**src/rtl/rf_sched_pkg.sv**
```systemverilog
// ============================================================================
// Module      : rf_sched_pkg
// Description : Shared state encoding, register-file geometry and init values
//               for the register-file write scheduler.
// Revision    : 1.0 - initial release
// ============================================================================
`default_nettype none

package rf_sched_pkg;

  localparam int          c_num_regs = 32;
  localparam int          c_reg_aw   = 5;
  localparam logic [31:0] c_sp_init  = 32'h0000_01F4;
  localparam logic [31:0] c_gp_init  = 32'h1000_0000;

  typedef enum logic [0:0] {
    ST_INIT = 1'b0,
    ST_RUN  = 1'b1
  } sched_state_t;

  function automatic logic [c_num_regs-1:0] rd_decode(input logic [c_reg_aw-1:0] rd);
    return {{(c_num_regs-1){1'b0}}, 1'b1} << rd;
  endfunction

endpackage

`default_nettype wire

```
**src/rtl/rf_wr_fifo.sv**
```systemverilog
// ============================================================================
// Module      : rf_wr_fifo
// Description : Holding queue for long-latency writes; exposes every entry's
//               rd and valid flag so the owner can build a busy mask.
// Revision    : 1.0 - initial release
// ============================================================================
`default_nettype none

module rf_wr_fifo #(
  parameter int DEPTH = 2,
  parameter int AW    = 5,
  parameter int DW    = 32
) (
  input  logic                       clk,
  input  logic                       rst,
  input  logic                       i_push,
  input  logic [AW-1:0]              i_push_rd,
  input  logic [DW-1:0]              i_push_data,
  input  logic                       i_pop,
  output logic [AW-1:0]              o_head_rd,
  output logic [DW-1:0]              o_head_data,
  output logic [$clog2(DEPTH):0]     o_count,
  output logic                       o_empty,
  output logic [DEPTH-1:0][AW-1:0]   o_ent_rd,
  output logic [DEPTH-1:0]           o_ent_vld
);

  localparam int c_pw = (DEPTH > 1) ? $clog2(DEPTH) : 1;
  localparam int c_cw = $clog2(DEPTH) + 1;

  logic [DEPTH-1:0][AW-1:0] r_rd;
  logic [DEPTH-1:0][DW-1:0] r_data;
  logic [c_pw-1:0]          r_wptr;
  logic [c_pw-1:0]          r_rptr;
  logic [c_cw-1:0]          r_count;
  logic                     w_full;
  logic                     w_push;
  logic                     w_pop;

  assign o_empty = (r_count == '0);
  assign w_full  = (r_count == c_cw'(DEPTH));
  assign w_push  = i_push & ~w_full;
  assign w_pop   = i_pop & ~o_empty;

  always_ff @(posedge clk) begin
    if (!rst) begin
      r_wptr  <= '0;
      r_rptr  <= '0;
      r_count <= '0;
    end else begin
      if (w_push) r_wptr <= r_wptr + c_pw'(1);
      if (w_pop)  r_rptr <= r_rptr + c_pw'(1);
      case ({w_push, w_pop})
        2'b10:   r_count <= r_count + c_cw'(1);
        2'b01:   r_count <= r_count - c_cw'(1);
        default: r_count <= r_count;
      endcase
    end
  end

  // Payload storage carries no reset; validity is tracked by pointers/count.
  always_ff @(posedge clk) begin
    if (w_push) begin
      r_rd[r_wptr]   <= i_push_rd;
      r_data[r_wptr] <= i_push_data;
    end
  end

  assign o_head_rd   = r_rd[r_rptr];
  assign o_head_data = r_data[r_rptr];
  assign o_count     = r_count;
  assign o_ent_rd    = r_rd;

  for (genvar i = 0; i < DEPTH; i++) begin : g_vld
    logic [c_pw-1:0] w_off;
    assign w_off        = c_pw'(i) - r_rptr;
    assign o_ent_vld[i] = ({1'b0, w_off} < r_count);
  end

endmodule

`default_nettype wire

```
**src/rtl/rf_write_scheduler.sv**
```systemverilog
// ============================================================================
// Module      : rf_write_scheduler
// Description : Initialises x1..x31 after reset, then merges pipeline
//               writebacks with queued long-latency results onto one RF port.
// Revision    : 1.0 - initial release
// ============================================================================
`default_nettype none

module rf_write_scheduler
  import rf_sched_pkg::*;
#(
  parameter int          FIFO_DEPTH   = 2,
  parameter int          STARVE_LIMIT = 8,
  parameter logic [31:0] SP_INIT      = c_sp_init,
  parameter logic [31:0] GP_INIT      = c_gp_init
) (
  input  logic        clk,
  input  logic        rst,
  input  logic        wb_valid,
  input  logic [4:0]  wb_rd,
  input  logic [31:0] wb_data,
  input  logic        lu_valid,
  output logic        lu_ready,
  input  logic [4:0]  lu_rd,
  input  logic [31:0] lu_data,
  output logic        rf_we,
  output logic [4:0]  rf_rd,
  output logic [31:0] rf_data,
  output logic        init_busy,
  output logic [31:0] busy_mask,
  output logic        stall_req
);

  localparam int c_cw = $clog2(FIFO_DEPTH) + 1;
  localparam int c_sw = $clog2(STARVE_LIMIT + 1);

  sched_state_t                       r_state;
  sched_state_t                       w_state_nxt;
  logic [c_reg_aw-1:0]                r_init_idx;
  logic [c_reg_aw-1:0]                w_init_idx_nxt;
  logic                               w_sel_we;
  logic [c_reg_aw-1:0]                w_sel_rd;
  logic [31:0]                        w_sel_data;
  logic                               w_pop;
  logic                               w_push;
  logic                               w_lu_ready;
  logic                               r_rf_we;
  logic [c_reg_aw-1:0]                r_rf_rd;
  logic [31:0]                        r_rf_data;
  logic [c_sw-1:0]                    r_starve;
  logic [c_num_regs-1:0]              w_busy_mask;
  logic [c_reg_aw-1:0]                w_head_rd;
  logic [31:0]                        w_head_data;
  logic [c_cw-1:0]                    w_count;
  logic                               w_empty;
  logic [FIFO_DEPTH-1:0][c_reg_aw-1:0] w_ent_rd;
  logic [FIFO_DEPTH-1:0]              w_ent_vld;

  assign w_lu_ready = (r_state == ST_RUN) && (w_count < c_cw'(FIFO_DEPTH));
  assign w_push     = lu_valid && w_lu_ready && (lu_rd != '0);

  rf_wr_fifo #(
    .DEPTH (FIFO_DEPTH),
    .AW    (c_reg_aw),
    .DW    (32)
  ) u_fifo (
    .clk         (clk),
    .rst         (rst),
    .i_push      (w_push),
    .i_push_rd   (lu_rd),
    .i_push_data (lu_data),
    .i_pop       (w_pop),
    .o_head_rd   (w_head_rd),
    .o_head_data (w_head_data),
    .o_count     (w_count),
    .o_empty     (w_empty),
    .o_ent_rd    (w_ent_rd),
    .o_ent_vld   (w_ent_vld)
  );

  always_comb begin
    w_state_nxt    = r_state;
    w_init_idx_nxt = r_init_idx;
    w_sel_we       = 1'b0;
    w_sel_rd       = '0;
    w_sel_data     = '0;
    w_pop          = 1'b0;
    case (r_state)
      ST_INIT: begin
        w_sel_we       = 1'b1;
        w_sel_rd       = r_init_idx;
        w_sel_data     = (r_init_idx == 5'd2) ? SP_INIT :
                         (r_init_idx == 5'd3) ? GP_INIT : 32'h0;
        w_init_idx_nxt = r_init_idx + 5'd1;
        if (r_init_idx == 5'd31) w_state_nxt = ST_RUN;
      end
      ST_RUN: begin
        // A writeback to x0 is a no-op, so the queue head may take the slot.
        if (wb_valid && (wb_rd != '0)) begin
          w_sel_we   = 1'b1;
          w_sel_rd   = wb_rd;
          w_sel_data = wb_data;
        end else if (!w_empty) begin
          w_sel_we   = 1'b1;
          w_sel_rd   = w_head_rd;
          w_sel_data = w_head_data;
          w_pop      = 1'b1;
        end
      end
      default: w_state_nxt = ST_INIT;
    endcase
  end

  always_ff @(posedge clk) begin
    if (!rst) begin
      r_state    <= ST_INIT;
      r_init_idx <= 5'd1;
      r_rf_we    <= 1'b0;
      r_rf_rd    <= '0;
      r_rf_data  <= '0;
      r_starve   <= '0;
    end else begin
      r_state    <= w_state_nxt;
      r_init_idx <= w_init_idx_nxt;
      r_rf_we    <= w_sel_we;
      r_rf_rd    <= w_sel_rd;
      r_rf_data  <= w_sel_data;
      if (w_empty || w_pop)
        r_starve <= '0;
      else if (r_starve < c_sw'(STARVE_LIMIT))
        r_starve <= r_starve + c_sw'(1);
    end
  end

  always_comb begin
    w_busy_mask = '0;
    for (int i = 0; i < FIFO_DEPTH; i++)
      if (w_ent_vld[i]) w_busy_mask = w_busy_mask | rd_decode(w_ent_rd[i]);
  end

  assign lu_ready  = w_lu_ready;
  assign rf_we     = r_rf_we;
  assign rf_rd     = r_rf_rd;
  assign rf_data   = r_rf_data;
  assign init_busy = (r_state == ST_INIT);
  assign busy_mask = w_busy_mask;
  assign stall_req = (r_starve >= c_sw'(STARVE_LIMIT));

endmodule

`default_nettype wire

```
**config.mk**
```make
export PLATFORM = sky130hd
export DESIGN_NAME = rf_write_scheduler
export DESIGN_NICKNAME = d
export VERILOG_FILES = /design/src/rtl/rf_sched_pkg.sv /design/src/rtl/rf_wr_fifo.sv /design/src/rtl/rf_write_scheduler.sv
export SDC_FILE = /design/constraint.sdc
export NUM_CORES = 1
export LEC_CHECK = 0
export ABC_AREA = 1
export CORE_UTILIZATION = 48
export CTS_CLUSTER_SIZE = 25
export DETAILED_ROUTE_END_ITERATION = 10
export MAX_ROUTING_LAYER = met4
export PLACE_DENSITY = 0.82
export SLEW_MARGIN = 20
export SYNTH_ARGS = -nofsm -noshare
export SYNTH_HDL_FRONTEND = slang
export SYNTH_SLANG_ARGS = --single-unit
```
**constraint.sdc**
```tcl
create_clock -name clk -period 4.1 [get_ports clk]
set_input_delay 1.025 -clock clk [delete_from_list [all_inputs] [get_ports clk]]
set_output_delay 1.025 -clock clk [all_outputs]
set_load 0.005 [all_outputs]
```
# ---- Word level (Yosys, flattened, before mapping)
# Index checks and enable logic that the tools add are counted.
dict set report op_classes {
  n_addsub 8
  eq_ne 6
  n_lt_le_gt_ge 8
  n_reduce_logical 11
  muxes 28
  n_shift 2
  bitwise_logic 7
}
# operator count
set op_table {}
lappend op_table {{2-to-1 mux 32 bit} 7}
lappend op_table {{bitwise mux 64 bit} 1}
lappend op_table {{one-hot mux 32 bit (2 select lines)} 1}
lappend op_table {{left shift 1 x 5 -> 32 bit (first input constant)} 2}
lappend op_table {{2-to-1 mux 29 bit} 2}
lappend op_table {{demux 32 bit (select 1 bit)} 1}
lappend op_table {{OR 32 bit} 1}
lappend op_table {{2-to-1 mux 5 bit} 5}
lappend op_table {{bitwise mux 10 bit} 1}
lappend op_table {{== test 5 x 2 -> 1 bit (second input constant)} 2}
lappend op_table {{one-hot mux 5 bit (2 select lines)} 1}
lappend op_table {{nonzero test 5 bit} 2}
lappend op_table {{2-to-1 mux 1 bit} 6}
lappend op_table {{adder 5 x 1 -> 5 bit (second input constant)} 1}
lappend op_table {{demux 5 bit (select 1 bit)} 1}
lappend op_table {{== test 5 bit (second input constant)} 1}
lappend op_table {{logical AND 1 bit} 5}
lappend op_table {{adder 4 x 1 -> 4 bit (second input constant)} 1}
lappend op_table {{== test 2 bit (second input constant)} 2}
lappend op_table {{>= comparator 4 bit (second input constant)} 1}
lappend op_table {{< comparator 1 x 2 -> 1 bit} 2}
lappend op_table {{< comparator 1 x 2 -> 1 bit (second input constant)} 2}
lappend op_table {{< comparator 4 bit (second input constant)} 1}
lappend op_table {{inverter 1 bit} 4}
lappend op_table {{other kinds (14)} 17}
dict set report totals {
  register_bits 126
  inputBits 78
}

# ---- Logic depth before layout (Yosys ltp)
dict set report logic_depth {
  word_depth 7
  ltp_mapped 10
  mapped_depth_nobuf 10
}

# ---- Modules after synthesis
# From an unflattened synthesis, not the netlist that was laid out.
dict set report unflattened {
  cells_unflattened 640
  area_unflattened_um2 5660.4
}
# module instances area_per_inst_um2 seq_area_each_um2 cells_per_inst
set modules_own_cells {}
lappend modules_own_cells {rf_wr_fifo 1 2916.5 2302.2 230}
lappend modules_own_cells {rf_write_scheduler 1 2743.9 960.9 410}

# ---- Least setup slack after synthesis
# No wires, ideal clock.
dict set report synth_timing {
  kind {input port to flip-flop}
  startpoint {in lu_valid}
  endpoint {reg u_fifo.r_rd (netlist bit u_fifo.o_ent_rd[0]) (enable)}
  n_path_buf 0
  t_arrival_ns 2.811
  stages 3
  setup_time_ns 0.431
  slack_ns 0.858
  t_required_ns 3.669
  path_cell_list {and3_1 nand2_1 nor2_1}
}
dict set report synth_between {
  elab_chain_cells 3
}
# item line_no
set synth_rtl {}
lappend synth_rtl {{from (decl)} rf_write_scheduler.sv:22} ;# input logic lu_valid,
lappend synth_rtl {{logical AND 1 bit (2 in series)} rf_write_scheduler.sv:60} ;# assign w_push = lu_valid && w_lu_ready && (lu_rd != '0);
lappend synth_rtl {{bitwise AND 1 bit} rf_wr_fifo.sv:42} ;# assign w_push = i_push & ~w_full;
lappend synth_rtl {{to (signal, indexed assignment)} rf_wr_fifo.sv:64} ;# r_rd[r_wptr] <= i_push_rd;
lappend synth_rtl {{to (decl)} rf_wr_fifo.sv:31} ;# logic [DEPTH-1:0][AW-1:0] r_rd;
# No other way between the ends.
# A chain may end at the register's enable or synchronous reset.

# ---- Worst setup path in the final report
dict set report layout_timing {
  startpoint {reg u_fifo.r_rptr}
  endpoint {out busy_mask[10]}
}
dict set report layout_between {
  elab_chain_cells 5
  elab_cells_between_ends 7
}
# item line_no
set layout_rtl {}
lappend layout_rtl {{from (decl)} rf_wr_fifo.sv:34} ;# logic [c_pw-1:0] r_rptr;
lappend layout_rtl {{from (signal assigned)} rf_wr_fifo.sv:52} ;# if (w_pop) r_rptr <= r_rptr + c_pw'(1);
lappend layout_rtl {{subtractor 1 bit} rf_wr_fifo.sv:76} ;# assign w_off = c_pw'(i) - r_rptr;
lappend layout_rtl {{< comparator 1 x 2 -> 1 bit} rf_wr_fifo.sv:77} ;# assign o_ent_vld[i] = ({1'b0, w_off} < r_count);
lappend layout_rtl {{2-to-1 mux 32 bit} rf_write_scheduler.sv:138} ;# if (w_ent_vld[i]) w_busy_mask = w_busy_mask | rd_decode(w_ent_rd[i]);
lappend layout_rtl {{OR 32 bit} rf_write_scheduler.sv:138}
lappend layout_rtl {{2-to-1 mux 32 bit (*)} rf_write_scheduler.sv:138}
lappend layout_rtl {{to (decl)} rf_write_scheduler.sv:30} ;# output logic [31:0] busy_mask,
# Every way passes the cells marked *; elsewhere a longest branch is shown, timed or not.

==> impl_results.md <==
- Worst VDD drop: 0.000273 V
- Worst-path clk slew: about 0.06 ns
- Required @ worst endpoint: 3.07 ns
- Die width: 109 um
- Final HPWL DP: 9240 um
- Cell variety after synth: 29
- Starting Density: 0.499
- Largest net degree at the start of global routing: 42
- CTS max path bufs: 2
- CTS tree: yes
- Compound-Gate Fraction of Synth Area: 0.0988
- RSZ-0062 raised after global routing: no
- Drt first pass iters: 5
- Switching Power: 601 uW
- Final Hold Fails: 0
- Worst EP arrival: 2.55 ns
- Critical path startpoint: u_fifo.r_rptr
- # resized after CTS: 0
- Setup Fix Bufs, Post-CTS: 0
- Placer Congestion: 0.855
- Worst path slowest cell: clkdlybuf4s50_1
- I/O pin count: approximately 150
- Sequential fraction of the synthesis area: 0.598
- P_leak: 0.00279 uW
- Cell taking the most area after synthesis: edfxtp_1
- Worst reg-to-reg path cell count: 7
- Final wirelength: 13,500 um
- Wirelength per Cell: ~15 um
- Row count: 38
- Crit path to: busy_mask[10]
- DR vias/cell: ~5.3
- Startpoint Class: register
- FMAX: around 280 MHz
- Final ANT Viol Nets: 0
- Int Pwr: 2390 uW
- Mapped Nets: 692
- Flops & latches, synth: 126
- Dominant cells by area after synthesis: edfxtp_1 (41%), dfxtp_1 (19%), nand2_1 (15%)
- Via count: 4,779
- Setup tns final: 0 ns
- Main combinational cell family by area after synthesis: simple AND/OR/NAND/NOR gates
- Post-synthesis adder-cell area fraction: 0.0138
- Clock root buffer: clkbuf_16
- Final setup vio count: 0
- CP Class: reg -> out
- Logic pwr share: 0.047
- Max-cap violations: 0
- Initial antenna violation count: 0
- Cts hold-fix bufs: 0
- Buffers on Ports: 150
- Yosys top cell area share: 0.407
- Tot GR Track Use: 0.249
- R2r setup slk: 2.03 ns
- Number of global-route vias before repair: 4,754
- CTS Buf Count: 17
- Tmin final: roughly 3.6 ns
- Synth Area per Inst: 8.98 sq um
- Pwr Density: between 300 and 400 nW/um^2
- Mapped cell area: approximately 5500 sq um
- Fin nets: 836
- Layout area overhead: 39.7%
- Reg2reg end: u_fifo.o_ent_rd[6]
- Status: complete, no violations
- Crit path cell chain: inv_4 -> a21oi_1 -> nor2_2 -> nand2_1 -> o21ai_0 -> clkdlybuf4s50_1
- Hold_ws: 0.484 ns
- Slew @ Worst Pin: 0.956 ns
- Fin crit share: 0.872
- Relative slew margins: 0.361
- Total gr overflow: 0
- Clock sink total: 126
- Worst Hold Class: reg -> reg
- Core footprint: between 10,000 and 15,000 sq um
- Clock Skew: 0.0104 ns
- Seq pwr share: 0.452
- CP max FO: 37
- Switching share of power: 0.201
- Mapped Cells: roughly 610
- Post-synthesis simple-gate area fraction: 0.238
- Worst path max stage delay: 0.54 ns
- Clock share of power: 0.500
- Worst skew pair latency: a little over 0.4 ns
- Worst R2R Start: r_state
- DRC violations left: 0
- Slew Limit Fails: 0
- Inserted Diodes: 0
- Global-route wire length before repair: 21,800 um
- # H-tree levels: 4
- Layout cells sized above 1: 0.0654
- Iter 0 DRT Violations: 291
- Die span in y: approximately 110 um
- CP Capture Type: primary output
- Synth Area in XOR/XNOR: 0
- Worst hold path depth: 2
- Mux contribution to synthesized area: 0
- Full die area: 11,800 sq um
- Ys Warns: 0
through the flow:
stage | utilization | area, sq um | setup WS [ns] | power (uW) | instances
after floorplan | - | 5460 | 0.858 | 1420 | 608
after global placement | 0.642 | 7030 | 0.948 | 1510 | 873
after detailed placement | 0.642 | 7030 | 0.931 | 1520 | 873
after CTS | 0.697 | 7620 | 0.532 | 3000 | 905
after global routing | 0.697 | 7620 | 0.343 | 3070 | 905
final | 0.697 | 7620 | 0.523 | 2990 | 905
layout by cell type, fill, tap and decap left out, types with 22 or more instances in the layout:
cell type and count:
nand2_1 224, clkdlybuf4s50_1 150, edfxtp_1 74, a21oi_1 55
dfxtp_1 51, o21ai_0 44, nor2_1 26, inv_1 24
nand3_1 22
worst max-delay path: cells and delay by family (launching register included):
| family | cells | cell delay [ns] |
|---|---|---|
| compound gates | 2 | 0.33 |
| simple gates | 2 | 0.63 |
| buf+inv | 2 | 0.85 |
| flops | 1 | 0.34 |
power groups by stage:
stage | logic, uW | registers [uW] | clock network [uW]
after floorplan | 39.6 | 1380 | 0
after global placement | 136 | 1380 | 0
after detailed placement | 140 | 1380 | 0
after CTS | 142 | 1350 | 1510
after global routing | 154 | 1350 | 1570
final | 142 | 1350 | 1500
final cells by class:
class	count	area (sq um)
clock inverters	14	168
multi-input cells	420	1920
flip-flops and latches	126	3260
repair buffers	155	1540
clock buffers	18	429
fillers	829	3310
inverters	32	125
well taps	140	175
registers in the layout, indices dropped and copies added (netlist names):
register	flops
rf_data	32
u_fifo.r_rptr	1
r_starve	4
r_state	1
u_fifo.r_wptr	1
rf_rd	5
u_fifo.r_data	64
rf_we	1
r_init_idx	5
u_fifo.o_count	2
u_fifo.o_ent_rd	10
cell usage after synthesis (all sizes together):
master,count
clkbuf,15
nand3,23
nand4,17
clkinv,4
buf,15
o21ai,47
edfxtp,74
and3,1
inv,28
a21oi,55
nand2,225
nor2,33
ha,6
nor4,3
a31oi,4
or2,1
nor3,5
dfxtp,52
metal layers:
metal	vias up	global-route usage	wire (um)
met4	0	0.103	182
met1	2241	0.289	5600
li1	2335	-	-
met3	15	0.0586	1010
met5	-	-	0
met2	188	0.415	6740
worst min path at each step:
stage                 from  slack [ns]           to
6_report       r_starve[2]        0.48  r_starve[2]
5_1_grt        r_starve[2]        0.53  r_starve[2]
4_1_cts        r_starve[2]        0.48  r_starve[2]
3_5_place_dp   r_starve[2]        0.47  r_starve[2]
3_3_place_gp   r_starve[2]        0.46  r_starve[2]
2_1_floorplan  r_starve[2]        0.45  r_starve[2]
kinds of logic after synthesis:
family | count (synthesis)
compound gates | 106
fa+ha+maj | 6
simple gates | 308
buf+inv | 62
flops | 126
Note: power is estimated with default switching activity, not from simulation.
